==> src/rtl/instr_loader.sv <==
// Boot loader: receives a header, N instruction words and a checksum from the host,
// writes the words into instruction memory and releases the processor once verified.
module instr_loader #(
  parameter int           ADDR_W = 8,
  parameter int           DATA_W = 16,
  parameter logic [7:0]   SYNC   = 8'hA5
) (
  input  logic              clk,
  input  logic              Reset,
  input  logic [DATA_W-1:0] In_Data,
  input  logic              In_Valid,
  output logic              In_Ready,
  input  logic              Reload,
  output logic              IM_Wr,
  output logic [ADDR_W-1:0] IM_Addr,
  output logic [DATA_W-1:0] IM_Data,
  output logic              Proc_Reset,
  output logic              Done,
  output logic              Error,
  output logic [ADDR_W:0]   Word_Count,
  output logic [2:0]        State
);

  localparam logic [2:0] ST_IDLE  = 3'd0;
  localparam logic [2:0] ST_LOAD  = 3'd1;
  localparam logic [2:0] ST_CHECK = 3'd2;
  localparam logic [2:0] ST_RUN   = 3'd3;
  localparam logic [2:0] ST_ERR   = 3'd4;

  localparam logic [ADDR_W:0]   CNT_ONE  = {{ADDR_W{1'b0}}, 1'b1};
  localparam logic [ADDR_W-1:0] ADDR_ONE = {{(ADDR_W-1){1'b0}}, 1'b1};

  logic [2:0]        state_q,    state_d;
  logic [ADDR_W:0]   n_q,        n_d;
  logic [ADDR_W-1:0] addr_q,     addr_d;
  logic [DATA_W-1:0] sum_q,      sum_d;
  logic [ADDR_W:0]   cnt_q,      cnt_d;
  logic              im_wr_q,    im_wr_d;
  logic [ADDR_W-1:0] im_addr_q,  im_addr_d;
  logic [DATA_W-1:0] im_data_q,  im_data_d;
  logic              proc_rst_q, proc_rst_d;
  logic              done_q,     done_d;
  logic              err_q,      err_d;
  logic              ready_s;
  logic              xfer_s;

  // Ready only in the receiving states, and never while a reset or reload is pending
  always_comb begin
    ready_s = 1'b0;
    if (!Reset && !Reload &&
        ((state_q == ST_IDLE) || (state_q == ST_LOAD) || (state_q == ST_CHECK))) begin
      ready_s = 1'b1;
    end else begin
      ready_s = 1'b0;
    end
    xfer_s = In_Valid && ready_s;
  end

  // Next-state and datapath logic
  always_comb begin
    state_d   = state_q;
    n_d       = n_q;
    addr_d    = addr_q;
    sum_d     = sum_q;
    cnt_d     = cnt_q;
    im_wr_d   = 1'b0;
    im_addr_d = im_addr_q;
    im_data_d = im_data_q;
    if (Reload) begin
      state_d = ST_IDLE;
      addr_d  = '0;
      sum_d   = '0;
      cnt_d   = '0;
    end else begin
      case (state_q)
        ST_IDLE: begin
          if (xfer_s) begin
            if (In_Data[DATA_W-1 -: 8] == SYNC) begin
              // header carries N-1, so N spans 1..2^ADDR_W in the wider count
              n_d     = {1'b0, In_Data[ADDR_W-1:0]} + CNT_ONE;
              addr_d  = '0;
              sum_d   = '0;
              cnt_d   = '0;
              state_d = ST_LOAD;
            end else begin
              state_d = ST_ERR;
            end
          end else begin
            state_d = ST_IDLE;
          end
        end
        ST_LOAD: begin
          if (xfer_s) begin
            im_wr_d   = 1'b1;
            im_addr_d = addr_q;
            im_data_d = In_Data;
            sum_d     = sum_q + In_Data;
            addr_d    = addr_q + ADDR_ONE;
            cnt_d     = cnt_q + CNT_ONE;
            if ((cnt_q + CNT_ONE) == n_q) begin
              state_d = ST_CHECK;
            end else begin
              state_d = ST_LOAD;
            end
          end else begin
            state_d = ST_LOAD;
          end
        end
        ST_CHECK: begin
          if (xfer_s) begin
            if (In_Data == sum_q) begin
              state_d = ST_RUN;
            end else begin
              state_d = ST_ERR;
            end
          end else begin
            state_d = ST_CHECK;
          end
        end
        ST_RUN:  state_d = ST_RUN;
        ST_ERR:  state_d = ST_ERR;
        default: state_d = ST_IDLE;
      endcase
    end
    proc_rst_d = (state_d != ST_RUN);
    done_d     = (state_d == ST_RUN);
    err_d      = (state_d == ST_ERR);
  end

  // State and registered outputs
  always_ff @(posedge clk or posedge Reset) begin
    if (Reset) begin
      state_q    <= ST_IDLE;
      n_q        <= '0;
      addr_q     <= '0;
      sum_q      <= '0;
      cnt_q      <= '0;
      im_wr_q    <= 1'b0;
      im_addr_q  <= '0;
      im_data_q  <= '0;
      proc_rst_q <= 1'b1;
      done_q     <= 1'b0;
      err_q      <= 1'b0;
    end else begin
      state_q    <= state_d;
      n_q        <= n_d;
      addr_q     <= addr_d;
      sum_q      <= sum_d;
      cnt_q      <= cnt_d;
      im_wr_q    <= im_wr_d;
      im_addr_q  <= im_addr_d;
      im_data_q  <= im_data_d;
      proc_rst_q <= proc_rst_d;
      done_q     <= done_d;
      err_q      <= err_d;
    end
  end

  assign In_Ready   = ready_s;
  assign IM_Wr      = im_wr_q;
  assign IM_Addr    = im_addr_q;
  assign IM_Data    = im_data_q;
  assign Proc_Reset = proc_rst_q;
  assign Done       = done_q;
  assign Error      = err_q;
  assign Word_Count = cnt_q;
  assign State      = state_q;

endmodule

==> config.mk <==
export PLATFORM = sky130hd
export DESIGN_NAME = instr_loader
export DESIGN_NICKNAME = d
export VERILOG_FILES = /design/src/rtl/instr_loader.sv
export SDC_FILE = /design/constraint.sdc
export NUM_CORES = 1
export LEC_CHECK = 0
export BUFFER_PORTS_ARGS = -buffer_cell sky130_fd_sc_hd__buf_2
export CORE_MARGIN = 2
export CORE_UTILIZATION = 45
export CTS_BUF_LIST = sky130_fd_sc_hd__clkbuf_16
export DETAILED_ROUTE_END_ITERATION = 12
export HOLD_SLACK_MARGIN = 0.1
export PLACE_DENSITY = 0.65
export SLEW_MARGIN = 40
export SYNTH_ARGS = -nofsm -noshare
export SYNTH_HDL_FRONTEND = slang
export SYNTH_SLANG_ARGS = --single-unit
==> constraint.sdc <==
create_clock -name clk -period 11 [get_ports clk]
set_input_delay 3.3 -clock clk [delete_from_list [all_inputs] [get_ports clk]]
set_output_delay 3.3 -clock clk [all_outputs]
set_load 0.02 [all_outputs]
; ---- Word level (Yosys, flattened, before mapping)
; Cells that the tools add are included.
[totals]
ff_bits = 73
latch_bits = 0
ramBits = 0
rom_bits = 0
in_bits = 20
output_inout_bits = 41
elab_cells = 68
n_memories = 0
[classes]
n_addsub = 4
n_mul = 0
n_div = 0
magnitude_cmp = 0
eq_ne = 13
n_shift = 0
mux = 27
n_bitwise = 1
reduce_logical = 12
[op_table]
columns = op, count
row1 = $mux 16, 4
row2 = $mux 9, 4
row3 = $mux 8, 4
row4 = $pmux 16 s2, 1
row5 = $mux 3, 6
row6 = $pmux 9 s2, 1
row7 = $add 16x16->16, 1
row8 = $eq 16x16->1, 1
row9 = $pmux 8 s2, 1
row10 = $pmux 3 s5, 1
row11 = $add 8x1->9 const B, 1
row12 = $add 9x1->9 const B, 1
row13 = $eq 3x2->1 const B, 3
row14 = $eq 9x9->1, 1
row15 = $add 8x1->8 const B, 1
row16 = $eq 8x8->1 const B, 1
row17 = $reduce_and 4->1, 2
row18 = $eq 3x3->1 const B, 2
row19 = $ne 3x2->1 const B, 2
row20 = $ne 3x3->1 const B, 2
row21 = $mux 1, 4
row22 = $eq 3x1->1 const B, 1
row23 = $logic_and 1x1->1, 3
row24 = $logic_not 3->1, 1
row25 = other kinds (6), 8

; ---- Depth between registers and ports, before layout
[logic_depth]
ltp_word = 10
depth_mapped = 9

; ---- Worst setup path before layout
; OpenSTA, ideal clock, no wires.
[synth_path]
kind = input port to output port
start = in Reset
end = out In_Ready
arrival_time_ns = 5.327
t_required_ns = 7.700
path_slack_ns = 2.373
stages = 2
cell_sequence = inv_1 > and3_1
[synth_between]
elab_chain_len = 4
[synth_rtl]
columns = element, line
row1 = start: declaration, 9  ; input logic Reset,
row2 = $logic_not 1->1 (no source line), --
row3 = $logic_and 1x1->1 (2 in series), 50  ; if (!Reset && !Reload &&
row4 = $mux 1, 50
row5 = end: declaration, 12  ; output logic In_Ready,
; No other way between the ends.

; ---- Worst setup path in the final report
; Same ends and word-level chain as after synthesis.

==> summary by stage <==
Status
The run finished with clean final reports.

Yosys
Sorting the synthesized cells by area gives the leading types as sky130_fd_sc_hd__dfrtp_1, sky130_fd_sc_hd__nand2_1, sky130_fd_sc_hd__ha_1. The area of the mapped netlist is 4217 um2. The number of register bits inferred by synthesis is 73. In the post-synthesis netlist, the cell with the most instances is sky130_fd_sc_hd__nand2_1. The number of warning messages in the yosys log is 0. The flip-flop cell with the highest count after synthesis is sky130_fd_sc_hd__dfrtp_1. The post-synthesis cell type count is 57.

The largest total area in the synthesized netlist belongs to sky130_fd_sc_hd__dfrtp_1. The part of the Yosys area used for sequential elements is 43.35%. Synthesis handed over a netlist of 485 instances. By count the netlist is led by sky130_fd_sc_hd__nand2_1, sky130_fd_sc_hd__dfrtp_1, sky130_fd_sc_hd__o21ai_0, sky130_fd_sc_hd__nor2_1, sky130_fd_sc_hd__ha_1. The proportion of netlist area held by the largest area contributor is 42.73%. After synthesis, the mean cell area works out to 8.694 um2. The number of synthesized flops with an enable pin is 0. After synthesis, the share of flip-flops with an asynchronous set or reset is 100.0%. The number of nets produced by synthesis is 524.

Worst setup path
The sort of element at the start of the critical path is a primary input. The endpoint class of the critical path is a primary output. In this run the worst path has a maximum fanout of 76. The critical path arrival is 4.39 ns. STA puts the critical path data required time at 7.70 ns. The worst setup path category is primary input to primary output. The logic depth of the worst register-to-register path is 9.

Clock tree
The cell at the root of the clock tree is sky130_fd_sc_hd__clkbuf_16. TritonCTS built the clock tree. The number of clock buffers inserted by TritonCTS is 9. The clock latency of the later-clocked register in the worst-skew pair is 0.33 ns. In this run the deepest clock path goes through 2 buffers. The clock net in this run drives a total of 73 sinks. The count of H-tree levels built during CTS is 3. For this design, the CTS-stage hold fixing added 0 buffers.

The quantity of gates resized following cts is 0. Post-CTS timing repair inserted 0 buffers for setup. Clock-pin slew was measured on the worst setup and hold paths at 0.06 ns.

STA
Derived from the worst setup path, the maximum achievable clock frequency is 130.1 MHz. The shortest period the worst path allows is 7.685 ns. The worst clock skew is 0.006050 ns. Setup repair after global routing left no endpoint under its margin. The worst pin sits at a relative slew slack of 54.94%. Setup violations remaining at the end of the flow were counted as 0. The number of slew-limit violations in the final report came to 0. The transition time of the tightest slew-check pin is 0.6759 ns. The number of endpoints with negative hold slack in the final report is 0.

The post-route setup TNS is 0 ns. The final period utilization is 69.87%.

Drt
Using the TritonRoute via totals, the vias-per-cell ratio works out to 5.679. Summed over all layers, the routed wires come to 10,090 um. Across all layers, the routed design uses 3,697 vias. Dividing the detail-routed wire length by the instance count gives 15.49 um.

The first-pass iteration count of the detailed router is 5. The number of DRC markers in iteration 0 is 224. The DRC violation count after routing is 0. The number of routed nets with antenna violations is 0.

Floorplan
The die covers 10,160 um2. From left edge to right edge, the die measures 100.8 um. Measured along the y axis, the die boundary spans 100.8 um. For this configuration, the core starts out at a cell density of 46.07%. The floorplan step defined a core boundary enclosing 9153 um2. The number of rows in the core area is 35.

The number of top-level pins is 61.

Global route
The first global-routing pass estimated 16,820 um of wire. The pin count of the biggest net entering global routing is 77. The final global-route overflow total is 0. The global routing usage summed across all routing layers is 20.72%. The initial antenna violation count came to 0. The number of global-route vias before repair is 3,358.

Hold path
The worst hold path cell count is 2. The path class of the tightest hold or removal check is flop to flop.

Power
Across the VDD grid, the largest voltage drop is 0.00006131 V. In this run the power density over the cells is 130.0 nW/um2. The leakage component of the power is 2.505 nW. The total power is 0.6384 mW.

Layout
The fraction of layout instances using a drive strength above 1 is 16.48%. The repair_antennas step left the layout with diodes totalling 0. For this run, the number of standard cells in the final layout without fillers is 651. The final layout net count is 575.

The fraction of the core area covered by cells at the end of the flow is 53.64%. The layout overhead on the synthesized area is 16.44%.

Flow run
The max-cap violation count is 0.

Placed design
The cell count after placement is 636. Routability-driven placement finished with a final weighted congestion of 0.8576. The number of buffer cells added on primary ports is 60.

The detailed placement HPWL is 6980 um.
-- state kept, by name (all words and copies together) (netlist names) --
name	count
Done	1
Error	1
IM_Addr	8
IM_Data	16
IM_Wr	1
Proc_Reset	1
State	3
Word_Count	9
addr_q	8
n_q	9
sum_q	16
-- worst paths after layout --
path | start | endpoint | slack [ns]
max | Reset | In_Ready | 3.31
min | IM_Data[13] | IM_Data[13] | 0.47
max reg2reg | sum_q[0] | sum_q[12] | 8.55
min in group asynchronous | Reset | Error | 3.14
min reg2reg | IM_Data[13] | IM_Data[13] | 0.47
max in group asynchronous | Reset | sum_q[11] | 7.39
-- critical path, stage by stage --
cell and delay [ns]:
sky130_fd_sc_hd__buf_2 0.10, sky130_fd_sc_hd__inv_2 0.04, sky130_fd_sc_hd__buf_6 0.51, sky130_fd_sc_hd__and3_1 0.26, sky130_fd_sc_hd__buf_2 0.16
-- power breakdown --
group	leakage (nW)	switching [mW]	total (mW)	internal, mW
Combinational	1.33	0.0251	0.0366	0.0115
Sequential	1.02	0.000793	0.270	0.270
Clock	0.163	0.112	0.331	0.219
-- cell usage in the layout, fill, tap and decap left out, drive strengths merged, types with 5 or more instances in the layout --
| cell type | Yosys | layout |
|---|---|---|
| nand2 | 118 | 118 |
| dfrtp | 72 | 72 |
| buf | 12 | 64 |
| o21ai | 51 | 51 |
| nor2 | 28 | 28 |
| ha | 18 | 18 |
| a21oi | 17 | 17 |
| xor2 | 17 | 17 |
| inv | 12 | 12 |
| xnor2 | 11 | 11 |
| and3 | 10 | 10 |
| nand3 | 9 | 9 |
| nand4 | 9 | 9 |
| clkbuf | 12 | 9 |
| nor4 | 9 | 9 |
| o31ai | 7 | 7 |
| a31oi | 6 | 6 |
| a211oi | 6 | 6 |
| o41ai | 5 | 5 |
| o21a | 5 | 5 |
-- layer usage --
metal / vias up / share of wire (%) / GRT usage, %
met1: 1794 / 47 / 29.22
met4: 0 / 1.6 / 6.533
met2: 85 / 47 / 32.00
li1: 1806 / - / -
met3: 12 / 4.1 / 4.369
met5: - / 0 / 0
-- per-stage QoR --
stage	area [um2]	hold slack (ns)	worst slack (ns)
after detailed placement	4577	0.4612	3.225
final	4910	0.4730	3.315
after CTS	4910	0.4761	3.235
after global routing	4910	0.4919	3.131
after floorplan	4217	0.4473	2.373
after global placement	4573	0.4546	3.054
-- final cells by class --
cell class                      instances  area, um2
Inverter                               12      45.04
Clock buffer                            9      225.2
Fill cell                             861       4243
Multi-Input combinational cell        376       2231
Clock inverter                          6      107.6
Timing Repair Buffer                   64      334.1
Tap cell                              111      138.9
Sequential cell                        73       1828
-- logic make-up after synthesis --
family,count (synthesis),synth area share (%)
AO/OA/AOI/OAI,117,17.57
XOR/XNOR,28,5.816
adder cells (fa/ha/maj),19,5.816
buffers and inverters,36,3.739
flip-flops,73,43.35
multiplexers,4,0.9792
AND/OR/NAND/NOR,208,22.73
Note: power is estimated with default switching activity, not from simulation.
